**src/rtl/mdu_pkg.sv**
```systemverilog
// mdu_pkg: definitions shared by the M-extension issue controller, the
// decoder and the multiclock ALU.
//   - ALU_* alucodes for the multiclock operations
//   - mdu_state_e: issue controller FSM state encoding
//   - is_multiclock_op(): true for every alucode routed to the multiclock ALU
package mdu_pkg;

    localparam logic [5:0] ALU_MUL    = 6'd24;
    localparam logic [5:0] ALU_MULH   = 6'd25;
    localparam logic [5:0] ALU_MULHSU = 6'd26;
    localparam logic [5:0] ALU_MULHU  = 6'd27;
    localparam logic [5:0] ALU_DIV    = 6'd28;
    localparam logic [5:0] ALU_DIVU   = 6'd29;

    typedef enum logic [2:0] {
        ST_IDLE   = 3'd0,
        ST_LAUNCH = 3'd1,
        ST_WAIT   = 3'd2,
        ST_RESP   = 3'd3,
        ST_DRAIN  = 3'd4
    } mdu_state_e;

    function automatic logic is_multiclock_op(input logic [5:0] code);
        logic res;
        case (code)
            ALU_MUL, ALU_MULH, ALU_MULHSU, ALU_MULHU,
            ALU_DIV, ALU_DIVU: res = 1'b1;
            default:           res = 1'b0;
        endcase
        return res;
    endfunction

endpackage

```
**src/rtl/mdu_issue_ctrl_cache.sv**
```systemverilog
// mdu_result_cache: one-entry memo of the last normally completed
// multiclock operation {alucode, op1, op2} -> result.
// Ports:
//   clk, rst        clock, synchronous active-high reset (clears the entry)
//   fill            capture fill_* as the new valid entry
//   inval           drop the entry (has priority over fill)
//   fill_*          operation and result to store
//   lookup_*        incoming request to compare against the entry
//   hit, hit_result combinational match and stored result
module mdu_result_cache
    import mdu_pkg::*;
(
    input  logic        clk,
    input  logic        rst,
    input  logic        fill,
    input  logic        inval,
    input  logic [5:0]  fill_alucode,
    input  logic [31:0] fill_op1,
    input  logic [31:0] fill_op2,
    input  logic [31:0] fill_result,
    input  logic [5:0]  lookup_alucode,
    input  logic [31:0] lookup_op1,
    input  logic [31:0] lookup_op2,
    output logic        hit,
    output logic [31:0] hit_result
);

    logic        valid_r;
    logic [5:0]  code_r;
    logic [31:0] op1_r;
    logic [31:0] op2_r;
    logic [31:0] result_r;

    // Entry storage: filled on a normal completion, dropped on reset/timeout.
    always_ff @(posedge clk) begin
        if (rst) begin
            valid_r  <= 1'b0;
            code_r   <= 6'd0;
            op1_r    <= 32'd0;
            op2_r    <= 32'd0;
            result_r <= 32'd0;
        end else if (inval) begin
            valid_r  <= 1'b0;
        end else if (fill) begin
            valid_r  <= is_multiclock_op(fill_alucode);
            code_r   <= fill_alucode;
            op1_r    <= fill_op1;
            op2_r    <= fill_op2;
            result_r <= fill_result;
        end else begin
            valid_r  <= valid_r;
        end
    end

    // Full-key compare against the single entry.
    always_comb begin
        hit        = valid_r && (code_r == lookup_alucode) &&
                     (op1_r == lookup_op1) && (op2_r == lookup_op2);
        hit_result = result_r;
    end

endmodule

```
**src/rtl/mdu_issue_ctrl.sv**
```systemverilog
// mdu_issue_ctrl: issue/stall controller in front of the multiclock ALU.
// Accepts one M-extension op at a time, pulses alu_start, holds operands,
// stalls the pipeline until the ALU finishes and returns the tagged result.
// Handles flush by draining the (non-abortable) ALU and a stuck-ALU timeout.
// Optional build macro: MDU_RESULT_CACHE_EN adds a one-entry result cache
// so a repeated identical request answers without launching the ALU.
// Ports:
//   clk, rst                 clock, synchronous active-high reset
//   req_valid/req_ready      request handshake from execute
//   req_alucode/op1/op2/rd   operation, operands, destination tag
//   flush                    pipeline flush
//   stall                    freeze upstream pipeline
//   alu_start                one-cycle launch pulse
//   alu_alucode/op1/op2      operands held stable to the ALU
//   alu_result, alu_done     ALU completion
//   resp_valid/result/rd     one-cycle tagged result strobe
//   timeout_err              sticky stuck-ALU flag
module mdu_issue_ctrl
    import mdu_pkg::*;
#(
    parameter int TIMEOUT_CYCLES = 64,
    parameter int MIN_LATENCY    = 2
) (
    input  logic        clk,
    input  logic        rst,
    input  logic        req_valid,
    output logic        req_ready,
    input  logic [5:0]  req_alucode,
    input  logic [31:0] req_op1,
    input  logic [31:0] req_op2,
    input  logic [4:0]  req_rd,
    input  logic        flush,
    output logic        stall,
    output logic        alu_start,
    output logic [5:0]  alu_alucode,
    output logic [31:0] alu_op1,
    output logic [31:0] alu_op2,
    input  logic [31:0] alu_result,
    input  logic        alu_done,
    output logic        resp_valid,
    output logic [31:0] resp_result,
    output logic [4:0]  resp_rd,
    output logic        timeout_err
);

    localparam int CNT_W = $clog2(TIMEOUT_CYCLES + 1);
    localparam logic [CNT_W-1:0] CNT_MAX   = {CNT_W{1'b1}};
    localparam logic [CNT_W-1:0] CNT_LAST  = CNT_W'(TIMEOUT_CYCLES - 1);
    localparam logic [CNT_W-1:0] CNT_TRUST = CNT_W'(MIN_LATENCY - 1);

    mdu_state_e       state_r, state_s;
    logic [CNT_W-1:0] cnt_r;
    logic [5:0]       alucode_r;
    logic [31:0]      op1_r;
    logic [31:0]      op2_r;
    logic [4:0]       rd_r;
    logic [31:0]      result_r;
    logic             timeout_err_r;

    logic             accept_s;
    logic             fill_s;
    logic             tmo_s;
    logic             done_ok_s;
    logic             expired_s;
    logic             hit_s;
    logic [31:0]      hit_result_s;

`ifdef MDU_RESULT_CACHE_EN
    mdu_result_cache u_cache (
        .clk            (clk),
        .rst            (rst),
        .fill           (fill_s),
        .inval          (tmo_s),
        .fill_alucode   (alucode_r),
        .fill_op1       (op1_r),
        .fill_op2       (op2_r),
        .fill_result    (alu_result),
        .lookup_alucode (req_alucode),
        .lookup_op1     (req_op1),
        .lookup_op2     (req_op2),
        .hit            (hit_s),
        .hit_result     (hit_result_s)
    );
`else
    assign hit_s        = 1'b0;
    assign hit_result_s = 32'd0;
`endif

    // Next-state and state-decoded control outputs.
    always_comb begin
        state_s    = state_r;
        req_ready  = 1'b0;
        stall      = 1'b0;
        alu_start  = 1'b0;
        resp_valid = 1'b0;
        accept_s   = 1'b0;
        fill_s     = 1'b0;
        tmo_s      = 1'b0;
        // A done seen too soon after launch may be the previous op's.
        done_ok_s  = alu_done && (cnt_r >= CNT_TRUST);
        expired_s  = !done_ok_s && (cnt_r >= CNT_LAST);
        case (state_r)
            ST_IDLE: begin
                req_ready = !flush;
                stall     = req_valid && !flush;
                if (req_valid && !flush) begin
                    accept_s = 1'b1;
                    state_s  = hit_s ? ST_RESP : ST_LAUNCH;
                end else begin
                    state_s  = ST_IDLE;
                end
            end
            ST_LAUNCH: begin
                // The pulse goes out even when flushed: DRAIN then waits for it.
                alu_start = 1'b1;
                stall     = 1'b1;
                state_s   = flush ? ST_DRAIN : ST_WAIT;
            end
            ST_WAIT: begin
                stall = 1'b1;
                if (done_ok_s) begin
                    fill_s  = !flush;
                    state_s = flush ? ST_IDLE : ST_RESP;
                end else if (expired_s) begin
                    tmo_s   = 1'b1;
                    state_s = flush ? ST_IDLE : ST_RESP;
                end else begin
                    state_s = flush ? ST_DRAIN : ST_WAIT;
                end
            end
            ST_RESP: begin
                resp_valid = !flush;
                state_s    = ST_IDLE;
            end
            ST_DRAIN: begin
                if (done_ok_s) begin
                    state_s = ST_IDLE;
                end else if (expired_s) begin
                    tmo_s   = 1'b1;
                    state_s = ST_IDLE;
                end else begin
                    state_s = ST_DRAIN;
                end
            end
            default: begin
                state_s = ST_IDLE;
            end
        endcase
    end

    // State, saturating wait counter, operand/result latches, sticky error.
    always_ff @(posedge clk) begin
        if (rst) begin
            state_r       <= ST_IDLE;
            cnt_r         <= {CNT_W{1'b0}};
            alucode_r     <= 6'd0;
            op1_r         <= 32'd0;
            op2_r         <= 32'd0;
            rd_r          <= 5'd0;
            result_r      <= 32'd0;
            timeout_err_r <= 1'b0;
        end else begin
            state_r <= state_s;

            if (state_r == ST_LAUNCH) begin
                cnt_r <= {CNT_W{1'b0}};
            end else if (((state_r == ST_WAIT) || (state_r == ST_DRAIN)) &&
                         (cnt_r != CNT_MAX)) begin
                cnt_r <= cnt_r + {{(CNT_W-1){1'b0}}, 1'b1};
            end else begin
                cnt_r <= cnt_r;
            end

            if (accept_s) begin
                alucode_r <= req_alucode;
                op1_r     <= req_op1;
                op2_r     <= req_op2;
                rd_r      <= req_rd;
            end else begin
                alucode_r <= alucode_r;
            end

            if (accept_s && hit_s) begin
                result_r <= hit_result_s;
            end else if (fill_s) begin
                result_r <= alu_result;
            end else if (tmo_s) begin
                result_r <= 32'd0;
            end else begin
                result_r <= result_r;
            end

            if (tmo_s) begin
                timeout_err_r <= 1'b1;
            end else begin
                timeout_err_r <= timeout_err_r;
            end
        end
    end

    assign alu_alucode = alucode_r;
    assign alu_op1     = op1_r;
    assign alu_op2     = op2_r;
    assign resp_result = result_r;
    assign resp_rd     = rd_r;
    assign timeout_err = timeout_err_r;

endmodule

```
**config.mk**
```make
export PLATFORM = sky130hd
export DESIGN_NAME = mdu_issue_ctrl
export DESIGN_NICKNAME = d
export VERILOG_FILES = /design/src/rtl/mdu_pkg.sv /design/src/rtl/mdu_issue_ctrl_cache.sv /design/src/rtl/mdu_issue_ctrl.sv
export SDC_FILE = /design/constraint.sdc
export NUM_CORES = 1
export LEC_CHECK = 0
export BUFFER_PORTS_ARGS = -buffer_cell sky130_fd_sc_hd__buf_2
export CAP_MARGIN = 10
export CORE_MARGIN = 2
export CORE_UTILIZATION = 25
export CTS_CLUSTER_DIAMETER = 100
export CTS_CLUSTER_SIZE = 8
export DETAILED_ROUTE_END_ITERATION = 16
export SKIP_CTS_REPAIR_TIMING = 1
export SKIP_LAST_GASP = 1
export SYNTH_ARGS = -nofsm -noshare
export SYNTH_HDL_FRONTEND = slang
export SYNTH_SLANG_ARGS = --single-unit
```
**constraint.sdc**
```tcl
create_clock -name clk -period 2.4 [get_ports clk]
set_input_delay 0.36 -clock clk [delete_from_list [all_inputs] [get_ports clk]]
set_output_delay 0.36 -clock clk [all_outputs]
set_load 0.03 [all_outputs]
```
==> flow_summary.ini <==
[synthesis]
yosysTopAreaCell = dfxtp_1
synth-edff-count = 0
syn_area_mm2 = 0.004199
synth_seq_cells = 118
synth_ff_type = dfxtp_1
async_reset_ff_share_pct = 0
syn_inst = 476
avgSynthCellArea_um2 = 8.821
ys_warn_count = 0
ys_types = 38
netlist.area_leader.share_pct = 56.26
syn-num-nets = 590
ys_seq_area_share_pct = 56.26
synth.area.top_cells = dfxtp_1 56%, nand2_1 14%, a21oi_1 9.3%

[die]
die_w_um = 133.6
die_y_um = 133.6
start_util_pct = 25.41
core_area_mm2 = 0.01652
core.rowCount = 47
ios = 224
die_area_mm2 = 0.01785

[cells_and_area]
final_cell_mix = 223 x buf_2, 155 x nand2_1, 118 x dfxtp_1, 78 x a21oi_1, 32 x a22o_1
final_common_cell = buf_2
drive_gt1_share_pct = 38.75
syn_to_final_growth_pct = 45.56
fillers = 1750
stdcell_area_mm2 = 0.006112
num_antenna_cells = 0
nets = 803

[run_status]
status = finished clean

[clock_network]
numCtsBuffers = 17
insertion_delay_ns = 0.41
cts_tree = yes
clk_pin_slew_ns = 0.06
cts_sinks = 118
cts_max_level = 4
cts_root_buffer = clkbuf_16
clockBufferDepth = 2

[setup_path]
required_ns = 2.70
end_kind = flip-flop
slowest_stage = dfxtp_1
critPathArrivalTime_ns = 2.47
crit_fanout = 32
critPathMaxStageDelay_ns = 0.43
cp_cell_sequence = inv_1 > ha_1 > or4_4 > o211a_4 > nor2b_2 > buf_4 > a22o_1
startpoint_type = flip-flop
critPathKind = flip-flop to flip-flop

[timing]
worst_slew_pin_slew_ns = 0.6368
period_needed_ns = 2.177
rsz0062_at_grt = false
slew_headroom_pct = 57.55
finalCritPeriodShare_pct = 90.71
fin_tns_setup_ns = 0
drv_slew = 0
finalSetupViolCount = 0
hold_viol = 0
fin_skew_ns = 0.009886
fmax_ghz = 0.4594

[global_routing]
grt_max_degree = 56
grt_use_total_pct = 14.08
grt_pass1_wl_um = 19810
grt_overflow_total = 0
grt_pass1_vias = 3898
antenna_found_initial = 0

[detailed_routing]
antenna_left = 0
wl_um = 12480
drc_errors = 0
wl_per_cell_um = 13.53
vias = 4027
initialDrtViolationCount = 149
via_per_inst = 4.368
dr.pass1.iters = 4

[worst_hold_path]
hold_class = primary input to flip-flop

[placed_design]
portBuffers = 223
place_hpwl_um = 8523
place_congestion = 0.7695
dpl_cell_area_mm2 = 0.005523

[power_and_ir_drop]
p_per_area_mw_per_mm2 = 834.1
ir_worst_vdd_uv = 443.9
p_leak_uw = 0.002817

[job]
maxCapViolCount = 0
==> critical path: cells and delay by family, from the launching register on <==
family / cells / cell delay, ns
buffers and inverters: 2 / 0.31
and+or+nand+nor: 2 / 0.57
DFF: 1 / 0.43
AOI/OAI and AO/OA: 2 / 0.56
adders and majority gates: 1 / 0.18
==> power breakdown <==
group	internal, µW	switching, µW	leakage [µW]
Combinational	180	337	0.00157
Sequential	2030	36.1	0.000959
Clock	1570	951	0.000284
Total	3770	1320	0.00282
==> cell type report <==
cell class | count | area (µm²) | area share [%]
inverter | 2 | 7.507 | 0.1228
clock buffer | 19 | 442.9 | 7.247
timing repair buffer | 232 | 1209 | 19.77
sequential | 118 | 2362 | 38.65
multi-input combinational | 318 | 1669 | 27.31
clock inverter | 13 | 146.4 | 2.395
tap | 220 | 275.3 | 4.504
==> sequential cells by signal, indices dropped and copies added, names as in the netlist <==
register	flops
resp_result	32
alu_op2	32
alu_alucode	6
resp_rd	5
state_r	3
timeout_err	1
cnt_r	7
alu_op1	32
==> cell usage after synthesis, types with 2 or more instances <==
library cell and number:
dfxtp_1 118, o21ai_0 2, ha_1 2, buf_6 3, inv_1 2, nor4_1 2, nand2_1 156, or4_4 2
buf_2 13, a211oi_1 3, nor3_1 2, a21o_1 2, clkbuf_1 22, nand3_1 2, a22o_1 32, a21oi_1 78
xnor2_1 5, nand3b_1 2, nor2_1 9
==> metrics by stage <==
stage | setup slack (ns) | total power (µW) | util [%] | hold slack [ns] | cells
finish | 0.2230 | 5098 | 36.99 | 0.1652 | 922
CTS | 0.2300 | 5193 | 36.99 | 0.1367 | 922
global placement | 0.2862 | 2626 | 33.42 | 0.4387 | 890
global route | 0.1161 | 5335 | 36.99 | 0.1366 | 922
detailed placement | 0.2415 | 2629 | 33.42 | 0.4437 | 890
floorplan | 0.1184 | 2416 | - | 0.4383 | 476
==> final timing paths <==
kind | from | end | slack, ns | cells past startpoint
setup reg to reg | cnt_r[1]$_SDFFE_PP0P_ | resp_result[23]$_SDFFE_PP0P_ | 0.22 | 7
hold / removal | alu_result[16] | resp_result[16]$_SDFFE_PP0P_ | 0.17 | 2
hold reg to reg | alu_op2[15]$_SDFFE_PP0P_ | alu_op2[15]$_SDFFE_PP0P_ | 0.45 | 2
setup / recovery | cnt_r[1]$_SDFFE_PP0P_ | resp_result[23]$_SDFFE_PP0P_ | 0.22 | 7
==> metal layers <==
metal / vias up / GRT usage [%] / wire (µm)
met5: - / 0 / 0
met4: 0 / 5.319 / 270
met3: 23 / 5.822 / 1073
met2: 153 / 21.96 / 5476
met1: 1809 / 17.40 / 5659
li1: 2042 / - / -
==> cell families after synthesis <==
group,synth area share [%]
AOI/OAI and AO/OA,19.67
xor gates and xnor gates,1.043
adders and majority gates,0.5959
buffers and inverters,4.499
DFF,56.26
and+or+nand+nor,17.94
Power figures use the tool's default switching activity.
